**src/rtl/multicycle_controller_if.sv**
```systemverilog
// multicycle_controller_if
//   Memory handshake between the multi-cycle controller and the unified
//   instruction/data memory.
//   mem_req   : access request (controller -> memory)
//   mem_write : write access, valid with mem_req (controller -> memory)
//   adr_src   : address select, 0 = PC, 1 = ALU output register (controller -> datapath)
//   mem_ready : memory completed the current access this cycle (memory -> controller)
interface multicycle_controller_if;
  logic mem_req;
  logic mem_write;
  logic adr_src;
  logic mem_ready;

  modport master (
    output mem_req,
    output mem_write,
    output adr_src,
    input  mem_ready
  );

  modport slave (
    input  mem_req,
    input  mem_write,
    input  adr_src,
    output mem_ready
  );
endinterface

```
**src/rtl/multicycle_controller.sv**
```systemverilog
// multicycle_controller
//   Control FSM for a multi-cycle RV32I core (lw, sw, R-type, I-type ALU,
//   branch, jal). Sequences one shared ALU and one unified memory, stalling
//   on the memory ready handshake.
//
//   Optional build macro MULTICYCLE_CTRL_INSTRET_EN adds a 32-bit retired
//   instruction counter on output instret.
//
// Ports:
//   clk, rst_n     : clock (rising edge), asynchronous active-low reset
//   mem            : memory handshake interface (master side)
//   opcode, zero   : instruction opcode and ALU zero flag
//   ir_write, pc_write, reg_write              : datapath write enables
//   alu_src_a, alu_src_b, result_src, imm_src  : datapath selects
//   alu_op         : to alu_decoder (00 add, 01 sub, 10 funct-decoded)
//   illegal        : sticky unsupported-opcode flag
//   state_o        : current state encoding, debug
//   instret        : retired instruction count (macro build only)
//
// state    | meaning
// ---------+-----------------------------------------------------------
// FETCH    | read instr at PC; on mem_ready load IR/old_pc, PC <= PC+4
// DECODE   | compute branch/jump target old_pc+imm into ALU out reg
// MEMADR   | compute rs1+imm load/store address
// MEMREAD  | read data memory, wait for mem_ready
// MEMWB    | write memory data register into rd
// MEMWRITE | write data memory, wait for mem_ready
// EXEC_R   | rs1 op rs2
// EXEC_I   | rs1 op imm
// ALUWB    | write ALU output register into rd
// BRANCH   | compare rs1/rs2, PC <= target when zero
// JAL      | PC <= target, ALU computes old_pc+4 for rd
// ILLEGAL  | unsupported opcode, parked until reset
module multicycle_controller #(
  parameter int RESET_STATE_FETCH = 1
) (
  input  logic                          clk,
  input  logic                          rst_n,
  multicycle_controller_if.master       mem,
  input  logic [6:0]                    opcode,
  input  logic                          zero,
  output logic                          ir_write,
  output logic                          pc_write,
  output logic                          reg_write,
  output logic [1:0]                    alu_src_a,
  output logic [1:0]                    alu_src_b,
  output logic [1:0]                    result_src,
  output logic [2:0]                    imm_src,
  output logic [1:0]                    alu_op,
  output logic                          illegal,
  output logic [3:0]                    state_o
`ifdef MULTICYCLE_CTRL_INSTRET_EN
  ,
  output logic [31:0]                   instret
`endif
);

  localparam logic [6:0] OP_LW  = 7'b0000011;
  localparam logic [6:0] OP_SW  = 7'b0100011;
  localparam logic [6:0] OP_R   = 7'b0110011;
  localparam logic [6:0] OP_I   = 7'b0010011;
  localparam logic [6:0] OP_B   = 7'b1100011;
  localparam logic [6:0] OP_JAL = 7'b1101111;

  typedef enum logic [3:0] {
    S_FETCH    = 4'd0,
    S_DECODE   = 4'd1,
    S_MEMADR   = 4'd2,
    S_MEMREAD  = 4'd3,
    S_MEMWB    = 4'd4,
    S_MEMWRITE = 4'd5,
    S_EXEC_R   = 4'd6,
    S_EXEC_I   = 4'd7,
    S_ALUWB    = 4'd8,
    S_BRANCH   = 4'd9,
    S_JAL      = 4'd10,
    S_ILLEGAL  = 4'd11
  } state_t;

  // Only the FETCH reset state is defined; reject anything else at elaboration.
  if (RESET_STATE_FETCH != 1) begin : g_bad_reset_state
    $error("multicycle_controller: RESET_STATE_FETCH must be 1");
  end

  state_t state_q, state_d;
  logic   illegal_q;

  logic mem_req_c, mem_write_c, adr_src_c;
  logic ir_write_c, pc_write_c, reg_write_c;

  function automatic logic [2:0] imm_for(input logic [6:0] op);
    case (op)
      OP_SW:   return 3'b001;
      OP_B:    return 3'b010;
      OP_JAL:  return 3'b011;
      default: return 3'b000;
    endcase
  endfunction

  always_ff @(posedge clk or negedge rst_n) begin
    if (!rst_n) state_q <= S_FETCH;
    else        state_q <= state_d;
  end

  always_ff @(posedge clk or negedge rst_n) begin
    if (!rst_n)                     illegal_q <= 1'b0;
    else if (state_d == S_ILLEGAL)  illegal_q <= 1'b1;
  end

  always_comb begin
    state_d = state_q;
    case (state_q)
      S_FETCH:    if (mem.mem_ready) state_d = S_DECODE;
      S_DECODE: begin
        case (opcode)
          OP_LW, OP_SW: state_d = S_MEMADR;
          OP_R:         state_d = S_EXEC_R;
          OP_I:         state_d = S_EXEC_I;
          OP_B:         state_d = S_BRANCH;
          OP_JAL:       state_d = S_JAL;
          default:      state_d = S_ILLEGAL;
        endcase
      end
      S_MEMADR:   state_d = (opcode == OP_LW) ? S_MEMREAD : S_MEMWRITE;
      S_MEMREAD:  if (mem.mem_ready) state_d = S_MEMWB;
      S_MEMWB:    state_d = S_FETCH;
      S_MEMWRITE: if (mem.mem_ready) state_d = S_FETCH;
      S_EXEC_R:   state_d = S_ALUWB;
      S_EXEC_I:   state_d = S_ALUWB;
      S_ALUWB:    state_d = S_FETCH;
      S_BRANCH:   state_d = S_FETCH;
      S_JAL:      state_d = S_ALUWB;
      S_ILLEGAL:  state_d = S_ILLEGAL;
      // Unused encodings restart instruction fetch.
      default:    state_d = S_FETCH;
    endcase
  end

  always_comb begin
    mem_req_c   = 1'b0;
    mem_write_c = 1'b0;
    adr_src_c   = 1'b0;
    ir_write_c  = 1'b0;
    pc_write_c  = 1'b0;
    reg_write_c = 1'b0;
    alu_src_a   = 2'b00;
    alu_src_b   = 2'b00;
    result_src  = 2'b00;
    imm_src     = 3'b000;
    alu_op      = 2'b00;
    case (state_q)
      S_FETCH: begin
        mem_req_c  = 1'b1;
        alu_src_b  = 2'b10;
        result_src = 2'b10;
        ir_write_c = mem.mem_ready;
        pc_write_c = mem.mem_ready;
      end
      S_DECODE: begin
        alu_src_a = 2'b01;
        alu_src_b = 2'b01;
        imm_src   = imm_for(opcode);
      end
      S_MEMADR: begin
        alu_src_a = 2'b10;
        alu_src_b = 2'b01;
        imm_src   = imm_for(opcode);
      end
      S_MEMREAD: begin
        mem_req_c = 1'b1;
        adr_src_c = 1'b1;
      end
      S_MEMWB: begin
        reg_write_c = 1'b1;
        result_src  = 2'b01;
      end
      S_MEMWRITE: begin
        mem_req_c   = 1'b1;
        mem_write_c = 1'b1;
        adr_src_c   = 1'b1;
      end
      S_EXEC_R: begin
        alu_src_a = 2'b10;
        alu_op    = 2'b10;
      end
      S_EXEC_I: begin
        alu_src_a = 2'b10;
        alu_src_b = 2'b01;
        alu_op    = 2'b10;
      end
      S_ALUWB:  reg_write_c = 1'b1;
      S_BRANCH: begin
        alu_src_a  = 2'b10;
        alu_op     = 2'b01;
        pc_write_c = zero;
      end
      S_JAL: begin
        alu_src_a  = 2'b01;
        alu_src_b  = 2'b10;
        pc_write_c = 1'b1;
      end
      default: ;
    endcase
  end

  // Reset forces the enables low even though the held state is FETCH.
  assign mem.mem_req   = mem_req_c   & rst_n;
  assign mem.mem_write = mem_write_c & rst_n;
  assign mem.adr_src   = adr_src_c;
  assign ir_write      = ir_write_c  & rst_n;
  assign pc_write      = pc_write_c  & rst_n;
  assign reg_write     = reg_write_c & rst_n;
  assign illegal       = illegal_q;
  assign state_o       = state_q;

`ifdef MULTICYCLE_CTRL_INSTRET_EN
  logic [31:0] instret_q;
  logic        retire;

  // JAL retires through ALUWB, so it is counted exactly once.
  assign retire = (state_d == S_FETCH) &&
                  ((state_q == S_MEMWB) || (state_q == S_MEMWRITE) ||
                   (state_q == S_ALUWB) || (state_q == S_BRANCH));

  always_ff @(posedge clk or negedge rst_n) begin
    if (!rst_n)      instret_q <= 32'd0;
    else if (retire) instret_q <= instret_q + 32'd1;
  end

  assign instret = instret_q;
`endif

endmodule

```
**src/flat_wrapper.sv**
```systemverilog
// flat-port wrapper written by rule: the top's interface ports become plain ports
module multicycle_controller_flat 
#(
  parameter int RESET_STATE_FETCH = 1
)
  (clk, rst_n, opcode, zero, ir_write, pc_write, reg_write, alu_src_a, alu_src_b, result_src, imm_src, alu_op, illegal, state_o, mem_mem_req, mem_mem_write, mem_adr_src, mem_mem_ready);
  multicycle_controller_if mem_i ();
  input  logic clk;
  input  logic rst_n;
  input  logic [6:0] opcode;
  input  logic zero;
  output logic ir_write;
  output logic pc_write;
  output logic reg_write;
  output logic [1:0] alu_src_a;
  output logic [1:0] alu_src_b;
  output logic [1:0] result_src;
  output logic [2:0] imm_src;
  output logic [1:0] alu_op;
  output logic illegal;
  output logic [3:0] state_o;
  output wire logic [$bits(mem_i.mem_req)-1:0] mem_mem_req;
  output wire logic [$bits(mem_i.mem_write)-1:0] mem_mem_write;
  output wire logic [$bits(mem_i.adr_src)-1:0] mem_adr_src;
  input wire logic [$bits(mem_i.mem_ready)-1:0] mem_mem_ready;
  assign mem_mem_req = mem_i.mem_req;
  assign mem_mem_write = mem_i.mem_write;
  assign mem_adr_src = mem_i.adr_src;
  assign mem_i.mem_ready = mem_mem_ready;
  multicycle_controller #(.RESET_STATE_FETCH(RESET_STATE_FETCH)) u_core (.clk(clk), .rst_n(rst_n), .mem(mem_i), .opcode(opcode), .zero(zero), .ir_write(ir_write), .pc_write(pc_write), .reg_write(reg_write), .alu_src_a(alu_src_a), .alu_src_b(alu_src_b), .result_src(result_src), .imm_src(imm_src), .alu_op(alu_op), .illegal(illegal), .state_o(state_o));
endmodule
```
**config.mk**
```make
export PLATFORM = sky130hd
export DESIGN_NAME = multicycle_controller_flat
export DESIGN_NICKNAME = d
export VERILOG_FILES = /design/src/rtl/multicycle_controller_if.sv /design/src/rtl/multicycle_controller.sv /design/src/flat_wrapper.sv
export SDC_FILE = /design/constraint.sdc
export NUM_CORES = 1
export LEC_CHECK = 0
export BUFFER_PORTS_ARGS = -buffer_cell sky130_fd_sc_hd__buf_4
export CORE_MARGIN = 1
export CORE_UTILIZATION = 44
export DETAILED_ROUTE_END_ITERATION = 8
export GPL_TIMING_DRIVEN = 0
export PLACE_DENSITY = 0.83
export SYNTH_ARGS = -nofsm -noshare
export SYNTH_HDL_FRONTEND = slang
export SYNTH_SLANG_ARGS = --single-unit
export TNS_END_PERCENT = 5
```
**constraint.sdc**
```tcl
create_clock -name clk -period 2.1 [get_ports clk]
set_clock_uncertainty 0.1 [all_clocks]
set_input_delay 0.42 -clock clk [delete_from_list [all_inputs] [get_ports clk]]
set_output_delay 0.42 -clock clk [all_outputs]
set_load 0.05 [all_outputs]
```
==> results.py, run 1 <==
metrics = {
    "outcome": {
        "run_status": "stopped before the end",
        "stop_stage": "global routing (5_1_grt)",
        "error": "[ERROR DPL-0033] detailed placement checks failed during check placement.",
    },
    "placement": {
        "hpwlAfterDp_um": 1600,
        "post_dp_cell_area_sq_mm": 0.00103,
        "dpl_worst_slack_ns": -0.199,
        "io_buffer_count": 31,
        "gp_congestion": 0.902,
    },
    "synth": {
        "synthFlopType": "dfrtp_1",
        "synth.distinct_cells": 42,
        "synthTopCellsByArea": "dfrtp_1 19%, a21oi_1 5.4%, nand2_1 5.2%",
        "ys_async_sr_fraction_pct": 100,
        "yosysSeqAreaShare_pct": 19.3,
        "yosysWarnings": 0,
        "synth_edf_count": 0,
        "synth_top_area_share_pct": 19.3,
        "yosysTopAreaCell": "dfrtp_1",
        "avgSynthCellArea_sq_um": 7.27,
        "synth_cells": 89,
        "syn_nets": 100,
        "netlist_area_sq_um": 647,
        "ys_ff_latch": 5,
        "yosys-top-cells-count": "9 x nand2_1, 9 x nor2_1, 7 x a21oi_1",
    },
    "clock_network": {
        "clock_sinks": 5,
        "cts_max_path_buffers": 2,
        "cts_root_buffer": "clkbuf_4",
        "cts_buffers": 3,
        "cts.htree.levels": 1,
    },
    "sta": {
        "worst-ep-kind": "top-level output",
        "postGrtWorstEndpoint": "alu_src_a[1]",
    },
    "die": {
        "ios": 33,
        "die_h_um": 40.3,
        "rows": 13,
        "start_util_pct": 48.5,
        "die_x_um": 40.3,
    },
    "global_route": {
        "grt_max_degree": 11,
        "antenna_found_initial": 0,
    },
}
[repair_timing]
action | CTS
hold buffers | 1
hold endpoints to repair | 5
setup endpoints to repair | 11
resized for setup | 27
buffers inserted | 11
pin swaps | 5
[cell families after synthesis]
family	share of synthesized area, %
DFF	19.3
muxes	1.55
buffers and inverters	6.38
other	0.580
and+or+nand+nor	42.9
xor gates and xnor gates	2.71
AOI/OAI and AO/OA	26.5
[metrics by stage]
stage                     hold WS, ns  cells  setup TNS, ns  util [%]
after floorplan                0.0244     89          -2.05         -
after CTS                       0.377    150        -0.0715      93.2
after detailed placement        0.145    135         -0.332      77.4
after global placement          0.147    135         -0.277      77.4
==> run 2, diff against run 1 <==
--- a/config.mk
+++ b/config.mk
@@ -6,11 +6,11 @@
 export NUM_CORES = 1
 export LEC_CHECK = 0
 export BUFFER_PORTS_ARGS = -buffer_cell sky130_fd_sc_hd__buf_4
-export CORE_MARGIN = 1
-export CORE_UTILIZATION = 44
+export CORE_AREA = 2 2 63 65
 export DETAILED_ROUTE_END_ITERATION = 8
+export DIE_AREA = 0 0 65 67
 export GPL_TIMING_DRIVEN = 0
-export PLACE_DENSITY = 0.83
+export PLACE_DENSITY_LB_ADDON = 0.15
 export SYNTH_ARGS = -nofsm -noshare
 export SYNTH_HDL_FRONTEND = slang
 export SYNTH_SLANG_ARGS = --single-unit
==> run 2 against run 1 <==
Net effect: the flow now finishes, with violations (setup timing); synthesized cell count did not move; synthesized area did not move.
==> results.py, run 2 <==
metrics = {
    "sta": {
        "finalMaxSlewViolations": 0,
        "period_minus_slack_ns": 2.11,
        "rsz0062_at_grt": "yes",
        "setup_viol": 1,
        "setup_ws_ns": -0.0108,
        "clock.fmax_mhz": 474,
        "finalCritPeriodShare_pct": 101,
        "report.final.hold_viol_count": 0,
    },
    "global_route": {
        "grt_max_degree": 11,
        "grt_use_total_pct": 11.5,
        "grt_pass1_wl_um": 3890,
        "grt_overflow_total": 0,
        "top_usage_layer": "met2",
        "grt_util_met1_pct": 15.3,
        "grt_util_met2_pct": 19.2,
        "grtUsageMet3_pct": 1.86,
        "antenna_found_initial": 0,
        "first_global_vias": 839,
    },
    "synth": {
        "yosysTopAreaCell": "dfrtp_1",
        "netlist_area_sq_um": 647,
        "avgSynthCellArea_sq_um": 7.27,
        "synthAdderAreaFrac_pct": 0,
        "yosysSeqAreaShare_pct": 19.3,
        "synthFlopType": "dfrtp_1",
        "synth_top_area_share_pct": 19.3,
        "yosysWarnings": 0,
        "synthMuxAreaShare_pct": 1.55,
        "synth_edf_count": 0,
        "synth_cells": 89,
        "synth_compound_area_share_pct": 26.5,
        "syn_nets": 100,
        "ys_ff_latch": 5,
        "synth_xor_area_share_pct": 2.71,
        "synth_top_family_by_area": "simple AND/OR/NAND/NOR gates",
        "yosys.area_share.simple_pct": 42.9,
        "synthTopCellsByArea": "dfrtp_1 19%, a21oi_1 5.4%, nand2_1 5.2%",
        "yosys-top-cells-count": "9 x nand2_1, 9 x nor2_1, 7 x a21oi_1",
        "synth.distinct_cells": 42,
        "ys_async_sr_fraction_pct": 100,
    },
    "placement": {
        "hpwlAfterDp_um": 1700,
        "dp.cells": 168,
        "gp_congestion": 0.766,
        "io_buffer_count": 31,
    },
    "final_layout": {
        "final_common_cell": "buf_4",
        "nFillCells": 381,
        "fin_cells": 184,
        "layout_common_cells": "35 x buf_4, 9 x nand2_1, 9 x nor2_1",
        "antenna_cells": 0,
        "largest_reg_flops": 4,
        "layout-area-overhead-vs-synth_pct": 104,
        "final_nets": 148,
        "layout-drive-gt1-share_pct": 56.6,
    },
    "outcome": {
        "run_status": "finished, violations left",
        "violations": "setup timing",
    },
    "clock_network": {
        "cts.htree.levels": 1,
        "clk_latency_ns": 0.22,
        "cts_max_path_buffers": 2,
        "tritoncts": "built",
        "clock_sinks": 5,
        "path_clk_slew_ns": 0.04,
        "cts_buffers": 3,
        "cts_root_buffer": "clkbuf_8",
    },
    "setup_path": {
        "crit_path_start": "u_core.state_o[1]",
        "rrSetupSlack_ns": 0.26,
        "critical_path_required_ns": 1.58,
        "r2r_cells": 6,
        "r2r_end": "u_core.illegal",
        "start_kind": "flop",
        "rr_startpoint": "u_core.state_o[3]",
        "crit_type": "flop to primary output",
        "crit_path_end_kind": "primary output",
        "crit_fanout": 8,
        "cp.arrival_ns": 1.59,
    },
    "routing": {
        "dr.pass1.iters": 4,
        "initialDrtViolationCount": 41,
        "wl_per_cell_um": 12.9,
        "drt_wl_total_um": 2370,
        "detail-route-antenna-nets": 0,
        "vias": 845,
        "via_per_inst": 4.59,
        "drc": 0,
    },
    "power": {
        "leakage_uw": 0.000576,
        "p_total_uw": 2150,
        "cellPowerDensity_mw_per_mm2": 1630,
        "ir_drop_uv": 827,
    },
    "die": {
        "start_util_pct": 17.9,
        "die_x_um": 65,
        "die_h_um": 67,
        "core_area_sq_mm": 0.00361,
        "rows": 22,
        "ios": 33,
        "die-area_sq_mm": 0.00436,
    },
    "worst_hold_path": {
        "min_path_cells": 1,
        "whs_endpoint": "u_core.illegal",
        "hold_start": "u_core.illegal",
        "holdCritPathClass": "flop to flop",
    },
    "flow_run": {
        "maxCapViolCount": 0,
    },
}
[run 2: cell counts after synthesis]
No cell type changed its count.
[run 2: worst max-delay path by stage]
stage	endpoint	slack (ns)
finish	alu_src_a[1]	-0.01
global placement	imm_src[1]	-0.25
global route	alu_src_a[1]	-0.06
floorplan	ir_write	-0.41
CTS	ir_write	-0.05
detailed placement	imm_src[1]	-0.25
[run 2: area by class of cell]
type	count	area, sq um	area share [%]
multi-input combinational	75	612	46.4
timing repair buffer	44	368	27.9
inverter	2	10.0	0.759
tap	48	60.1	4.55
sequential	5	130	9.87
clock buffer	4	45.0	3.42
buffer	6	93.8	7.12
[run 2: cells by family after synthesis]
kind of cell | count (synthesis)
muxes | 1
xor gates and xnor gates | 2
other | 1
buffers and inverters | 9
AOI/OAI and AO/OA | 25
DFF | 5
and+or+nand+nor | 46
[run 2: where the power goes]
| group | internal [uW] | switching [uW] |
|---|---|---|
| clock | 130 | 44.9 |
| combinational | 737 | 1030 |
| sequential | 136 | 78.8 |
| total | 1000 | 1150 |
[run 2: per-layer routing]
layer | part of all wire [%] | routed length (um)
met4 | 0.21 | 5
met3 | 5.3 | 126
met1 | 45 | 1070
met5 | 0 | 0
met2 | 49 | 1170
[run 2: worst max-delay path, stage by stage (launching register included)]
cell and delay [ns]:
dfrtp_2 0.40, buf_6 0.14, nor4b_4 0.14, buf_4 0.16, or3_4 0.37, buf_8 0.16
[run 2: repair_timing]
| item | CTS | global route |
|---|---|---|
| endpoints found under the hold margin | 5 | 0 |
| resized for setup | 25 | 6 |
| setup buffers | 9 | 3 |
| pin swaps | 4 | 5 |
| hold buffers | 1 | 0 |
| endpoints found under the setup margin | 8 | 8 |
[run 2: stage by stage]
stage	setup slack (ns)	utilization, %	area (sq um)	hold slack (ns)	setup TNS [ns]
finish	-0.0108	36.6	1320	0.376	-0.0108
CTS	-0.0460	35.8	1290	0.379	-0.119
floorplan	-0.413	-	781	0.0244	-2.05
global placement	-0.245	29.8	1070	0.154	-0.427
detailed placement	-0.251	29.8	1070	0.156	-0.432
global route	-0.0596	36.6	1320	0.406	-0.201
No activity file was read; power rests on OpenSTA's default activity.
==> run 3, diff against run 2 <==
--- a/config.mk
+++ b/config.mk
@@ -6,6 +6,7 @@
 export NUM_CORES = 1
 export LEC_CHECK = 0
 export BUFFER_PORTS_ARGS = -buffer_cell sky130_fd_sc_hd__buf_4
+export CAP_MARGIN = 20
 export CORE_AREA = 2 2 63 65
 export DETAILED_ROUTE_END_ITERATION = 8
 export DIE_AREA = 0 0 65 67
==> constraint.sdc (replaced) <==
create_clock -name clk -period 1.84 [get_ports clk]
set_clock_uncertainty 0.1 [all_clocks]
set_input_delay 0.368 -clock clk [delete_from_list [all_inputs] [get_ports clk]]
set_output_delay 0.368 -clock clk [all_outputs]
set_load 0.05 [all_outputs]
==> run 3 against run 2 <==
Net effect: the run still ends with setup timing left; clock power is 14% higher; worst hold slack stayed put; sequential cell count stayed put; combinational power is 23% higher; critical path depth stayed put; sequential power is 15% higher; cell count is 1.1% higher; register-to-register slack worse by 0.25 ns; sequential share of layout area is 0.54 points lower; via count is 0.36% lower.
==> results.py, run 3 (same netlist as run 2, synthesis figures left out) <==
metrics = {
    "outcome": {
        "run_status": "finished, violations left",
        "violations": "setup timing",
    },
    "final_layout": {
        "layout_common_cells": "30 x buf_4, 13 x buf_6, 8 x nand2_1, 8 x nor2_1",
        "largest_reg_flops": 4,
        "final_nets": 150,
        "final_common_cell": "buf_4",
        "layout-drive-gt1-share_pct": 59.4,
        "antenna_cells": 0,
        "fin_area_sq_mm": 0.00140,
        "layout-area-overhead-vs-synth_pct": 116,
    },
    "sta": {
        "finalMaxSlewViolations": 0,
        "period_minus_slack_ns": 2.06,
        "finalCritPeriodShare_pct": 112,
        "setup_viol": 13,
        "setup_ws_ns": -0.221,
        "setup_tns_ns": -1.74,
        "report.final.hold_viol_count": 0,
        "rsz0062_at_grt": "yes",
        "hold_ws_ns": 0.376,
        "clock.fmax_mhz": 485,
    },
    "die": {
        "die_x_um": 65,
        "ios": 33,
        "core_area_sq_mm": 0.00361,
        "die-area_sq_mm": 0.00436,
        "die_h_um": 67,
        "start_util_pct": 17.9,
        "rows": 22,
    },
    "power": {
        "p_total_uw": 2610,
        "cellPowerDensity_mw_per_mm2": 1870,
        "leakage_uw": 0.000601,
        "ir_drop_uv": 925,
    },
    "placement": {
        "hpwlAfterDp_um": 1700,
        "post_dp_cell_area_sq_mm": 0.00107,
        "dpl_worst_slack_ns": -0.459,
        "io_buffer_count": 31,
        "gp_congestion": 0.766,
    },
    "setup_path": {
        "rr_startpoint": "u_core.state_o[3]",
        "crit_fanout": 8,
        "start_kind": "flop",
        "critical_path_required_ns": 1.37,
        "crit_path_end_kind": "primary output",
        "r2r_cells": 6,
        "cp.arrival_ns": 1.59,
        "r2r_end": "u_core.illegal",
        "crit_type": "flop to primary output",
        "rrSetupSlack_ns": 0.01,
    },
    "clock_network": {
        "clock_sinks": 5,
        "cts_max_path_buffers": 2,
        "tritoncts": "built",
        "cts_root_buffer": "clkbuf_8",
        "path_clk_slew_ns": 0.04,
        "clk_latency_ns": 0.22,
        "cts.htree.levels": 1,
        "cts_buffers": 3,
    },
    "global_route": {
        "first_global_vias": 847,
        "grt_use_total_pct": 11.8,
        "antenna_found_initial": 0,
        "grt_pass1_wl_um": 3970,
        "grt_max_degree": 11,
        "grt_overflow_total": 0,
    },
    "routing": {
        "initialDrtViolationCount": 35,
        "via_per_inst": 4.53,
        "wl_per_cell_um": 13.2,
        "vias": 842,
        "dr.pass1.iters": 4,
        "drc": 0,
        "drt_wl_total_um": 2460,
        "detail-route-antenna-nets": 0,
    },
    "worst_hold_path": {
        "hold_start": "u_core.illegal",
        "whs_endpoint": "u_core.illegal",
        "min_path_cells": 1,
        "holdCritPathClass": "flop to flop",
    },
    "flow_run": {
        "maxCapViolCount": 0,
    },
}
run 3: how the worst max path moves through the flow:
stage,end,slack [ns],depth (start not counted),from
global route,alu_src_a[1],-0.26,5,u_core.state_o[1]
detailed placement,imm_src[1],-0.46,5,u_core.state_o[1]
finish,alu_src_a[1],-0.22,5,u_core.state_o[1]
CTS,ir_write,-0.25,5,u_core.state_o[1]
global placement,imm_src[1],-0.45,5,u_core.state_o[1]
floorplan,ir_write,-0.62,4,u_core.state_o[2]
run 3: timing repair:
item,CTS,global route
resized for setup,36,11
endpoints found under the hold margin,5,0
pin swaps,8,6
cloned,0,0
buffers inserted,9,5
endpoints found under the setup margin,17,17
hold buffers,1,0
run 3: critical path, cell delays in order, from the launching register on:
cell and delay (ns):
dfrtp_2 0.41, buf_6 0.14, nor4b_4 0.14, buf_4 0.16, or3_4 0.37, buf_8 0.16
run 3: final cells by class:
class / count / area (sq um)
fillers: 375 / 2210
clock buffers: 4 / 45.0
plain buffers: 6 / 104
well taps: 48 / 60.1
multi-input cells: 75 / 621
inverters: 2 / 12.5
flip-flops and latches: 5 / 130
repair buffers: 46 / 423
run 3: metrics by stage:
stage               std cells  utilization [%]
floorplan                  89                -
global placement          168             29.8
detailed placement        168             29.8
CTS                       182             37.1
global route              186             38.7
finish                    186             38.7
run 3: power by group:
part | switching (uW) | internal [uW] | total [uW]
combinational | 1220 | 949 | 2170
sequential | 91.6 | 155 | 246
clock | 51.2 | 148 | 200
run 3: metal layers:
layer | vias to the layer above | GRT usage (%) | wire length, um
met5 | - | 0 | 0
li1 | 418 | - | -
met4 | 0 | 3.19 | 5
met2 | 20 | 19.5 | 1200
met1 | 402 | 15.7 | 1150
met3 | 2 | 1.86 | 104
==> run 4, diff against run 3 <==
--- a/config.mk
+++ b/config.mk
@@ -12,6 +12,7 @@
 export DIE_AREA = 0 0 65 67
 export GPL_TIMING_DRIVEN = 0
 export PLACE_DENSITY_LB_ADDON = 0.15
+export SKIP_LAST_GASP = 1
 export SYNTH_ARGS = -nofsm -noshare
 export SYNTH_HDL_FRONTEND = slang
 export SYNTH_SLANG_ARGS = --single-unit
==> run 4 against run 3 <==
Net effect: the flow still finishes with violations (setup timing); worst setup slack improved by 0.0024 ns; global-route usage decreased by 0.25 points; register-to-register slack about the same; critical path depth unchanged; via count increased by 0.12%; first-iteration DRC count increased by 8.6%; die area unchanged; clock power about the same; critical endpoint unchanged; largest power group unchanged.
==> results.py, run 4 (same netlist as run 2, synthesis figures left out) <==
metrics = {
    "outcome": {
        "run_status": "finished, violations left",
        "violations": "setup timing",
    },
    "global_route": {
        "grt_pass1_wl_um": 3880,
        "grt_use_total_pct": 11.5,
        "antenna_found_initial": 0,
        "first_global_vias": 832,
        "grt_max_degree": 11,
        "grt_overflow_total": 0,
    },
    "clock_network": {
        "clock_sinks": 5,
        "cts.htree.levels": 1,
        "tritoncts": "built",
        "cts_buffers": 3,
        "path_clk_slew_ns": 0.04,
        "cts_max_path_buffers": 2,
        "cts_root_buffer": "clkbuf_8",
        "clk_latency_ns": 0.22,
    },
    "power": {
        "intPower_uw": 1110,
        "ir_drop_uv": 934,
        "clkPwrFrac_pct": 8.3,
        "combPwrFrac_pct": 81.7,
        "cellPowerDensity_mw_per_mm2": 1850,
        "power.switching_uw": 1300,
        "leakage_uw": 0.000572,
        "seqPwrFrac_pct": 10.0,
        "switching_share_pct": 54.0,
    },
    "setup_path": {
        "start_kind": "flop",
        "critical_path_required_ns": 1.37,
        "crit_type": "flop to primary output",
        "rr_startpoint": "u_core.state_o[3]",
        "cp.arrival_ns": 1.59,
        "crit_path_max_incr_delay_ns": 0.40,
        "crit_path_top_delay_cell": "dfrtp_2",
        "crit_path_end_kind": "primary output",
        "cp_cell_sequence": "buf_6, nor4b_4, buf_4, or3_4, buf_8",
        "crit_fanout": 8,
        "crit_path_start": "u_core.state_o[1]",
        "r2r_end": "u_core.illegal",
        "r2r_cells": 6,
        "rrSetupSlack_ns": 0,
    },
    "sta": {
        "finalMaxSlewViolations": 0,
        "hold_ws_ns": 0.376,
        "rsz0062_at_grt": "yes",
        "setup_ws_ns": -0.219,
        "clock.fmax_mhz": 486,
        "finalCritPeriodShare_pct": 112,
        "report.final.hold_viol_count": 0,
        "setup_viol": 16,
        "period_minus_slack_ns": 2.06,
    },
    "die": {
        "rows": 22,
        "core_area_sq_mm": 0.00361,
        "die-area_sq_mm": 0.00436,
        "ios": 33,
        "die_x_um": 65,
        "die_h_um": 67,
        "start_util_pct": 17.9,
    },
    "final_layout": {
        "layout-area-overhead-vs-synth_pct": 101,
        "layout-drive-gt1-share_pct": 56.6,
        "fin_cells": 184,
        "layout_common_cells": "39 x buf_4, 9 x nand2_1, 9 x nor2_1",
        "post-route-util_pct": 36.1,
        "final_nets": 148,
        "final_common_cell": "buf_4",
        "largest_reg_flops": 4,
        "antenna_cells": 0,
    },
    "routing": {
        "drt_wl_total_um": 2380,
        "drc": 0,
        "wl_per_cell_um": 12.9,
        "vias": 843,
        "dr.pass1.iters": 4,
        "via_per_inst": 4.58,
        "initialDrtViolationCount": 38,
        "detail-route-antenna-nets": 0,
    },
    "worst_hold_path": {
        "holdCritPathClass": "flop to flop",
        "min_path_cells": 1,
        "hold_start": "u_core.illegal",
        "whs_endpoint": "u_core.illegal",
    },
    "placement": {
        "dpl_worst_slack_ns": -0.459,
        "hpwlAfterDp_um": 1700,
        "gp_congestion": 0.766,
        "io_buffer_count": 31,
        "dp.cells": 168,
    },
    "flow_run": {
        "maxCapViolCount": 0,
    },
}
## run 4: cell types whose count changed in the layout (fill, tap and decap cells not counted), sizes merged
cell	change
clkbuf	+1
buf	-3
## run 4: cell type report
cell class                 instances  area [sq um]
clock buffer                       4          45.0
tap                               48          60.1
multi-input combinational         75           612
timing repair buffer              44           353
buffer                             6          92.6
sequential                         5           130
fill                             382          2300
inverter                           2          10.0
## run 4: how the worst max path moves through the flow
stage                               to  slack [ns]  cells after the start
after floorplan               ir_write       -0.62                      4
after global placement      imm_src[1]       -0.45                      5
after detailed placement    imm_src[1]       -0.46                      5
after CTS                     ir_write       -0.25                      5
after global routing      alu_src_a[1]       -0.27                      5
final                     alu_src_a[1]       -0.22                      5
## run 4: what timing repair did
action                                  CTS  global route
endpoints found under the hold margin     5             0
resized for setup                        22             4
hold buffers                              1             0
endpoints found under the setup margin   17            18
setup buffers                             9             3
pin swaps                                 3             2
## run 4: critical path, delay by kind of cell (launching register included)
family,cells,cell delay (ns)
buffers and inverters,3,0.46
AND/OR/NAND/NOR,2,0.51
flip-flops,1,0.40
## run 4: power groups by stage
stage | registers (uW) | logic, uW | clock network (uW)
after floorplan | 327 | 1180 | 0
after global placement | 216 | 1690 | 0
after detailed placement | 215 | 1710 | 0
after CTS | 221 | 1940 | 209
after global routing | 250 | 2090 | 217
final | 242 | 1970 | 200
## run 4: per-stage QoR
stage | TNS (ns) | cell area [sq um] | total power [uW]
after floorplan | -5.02 | 781 | 1500
after global placement | -1.48 | 1070 | 1910
after detailed placement | -1.50 | 1070 | 1920
after CTS | -2.54 | 1280 | 2370
after global routing | -3.09 | 1300 | 2550
final | -2.06 | 1300 | 2410
## run 4: layer usage
metal  track usage (%)  share of wire, %  up-vias
met5                 0                 0        -
met4              3.19              0.21        0
met3              1.86               5.5        2
met2              19.2                50       22
met1              15.2                45      403
li1                  -                 -      416
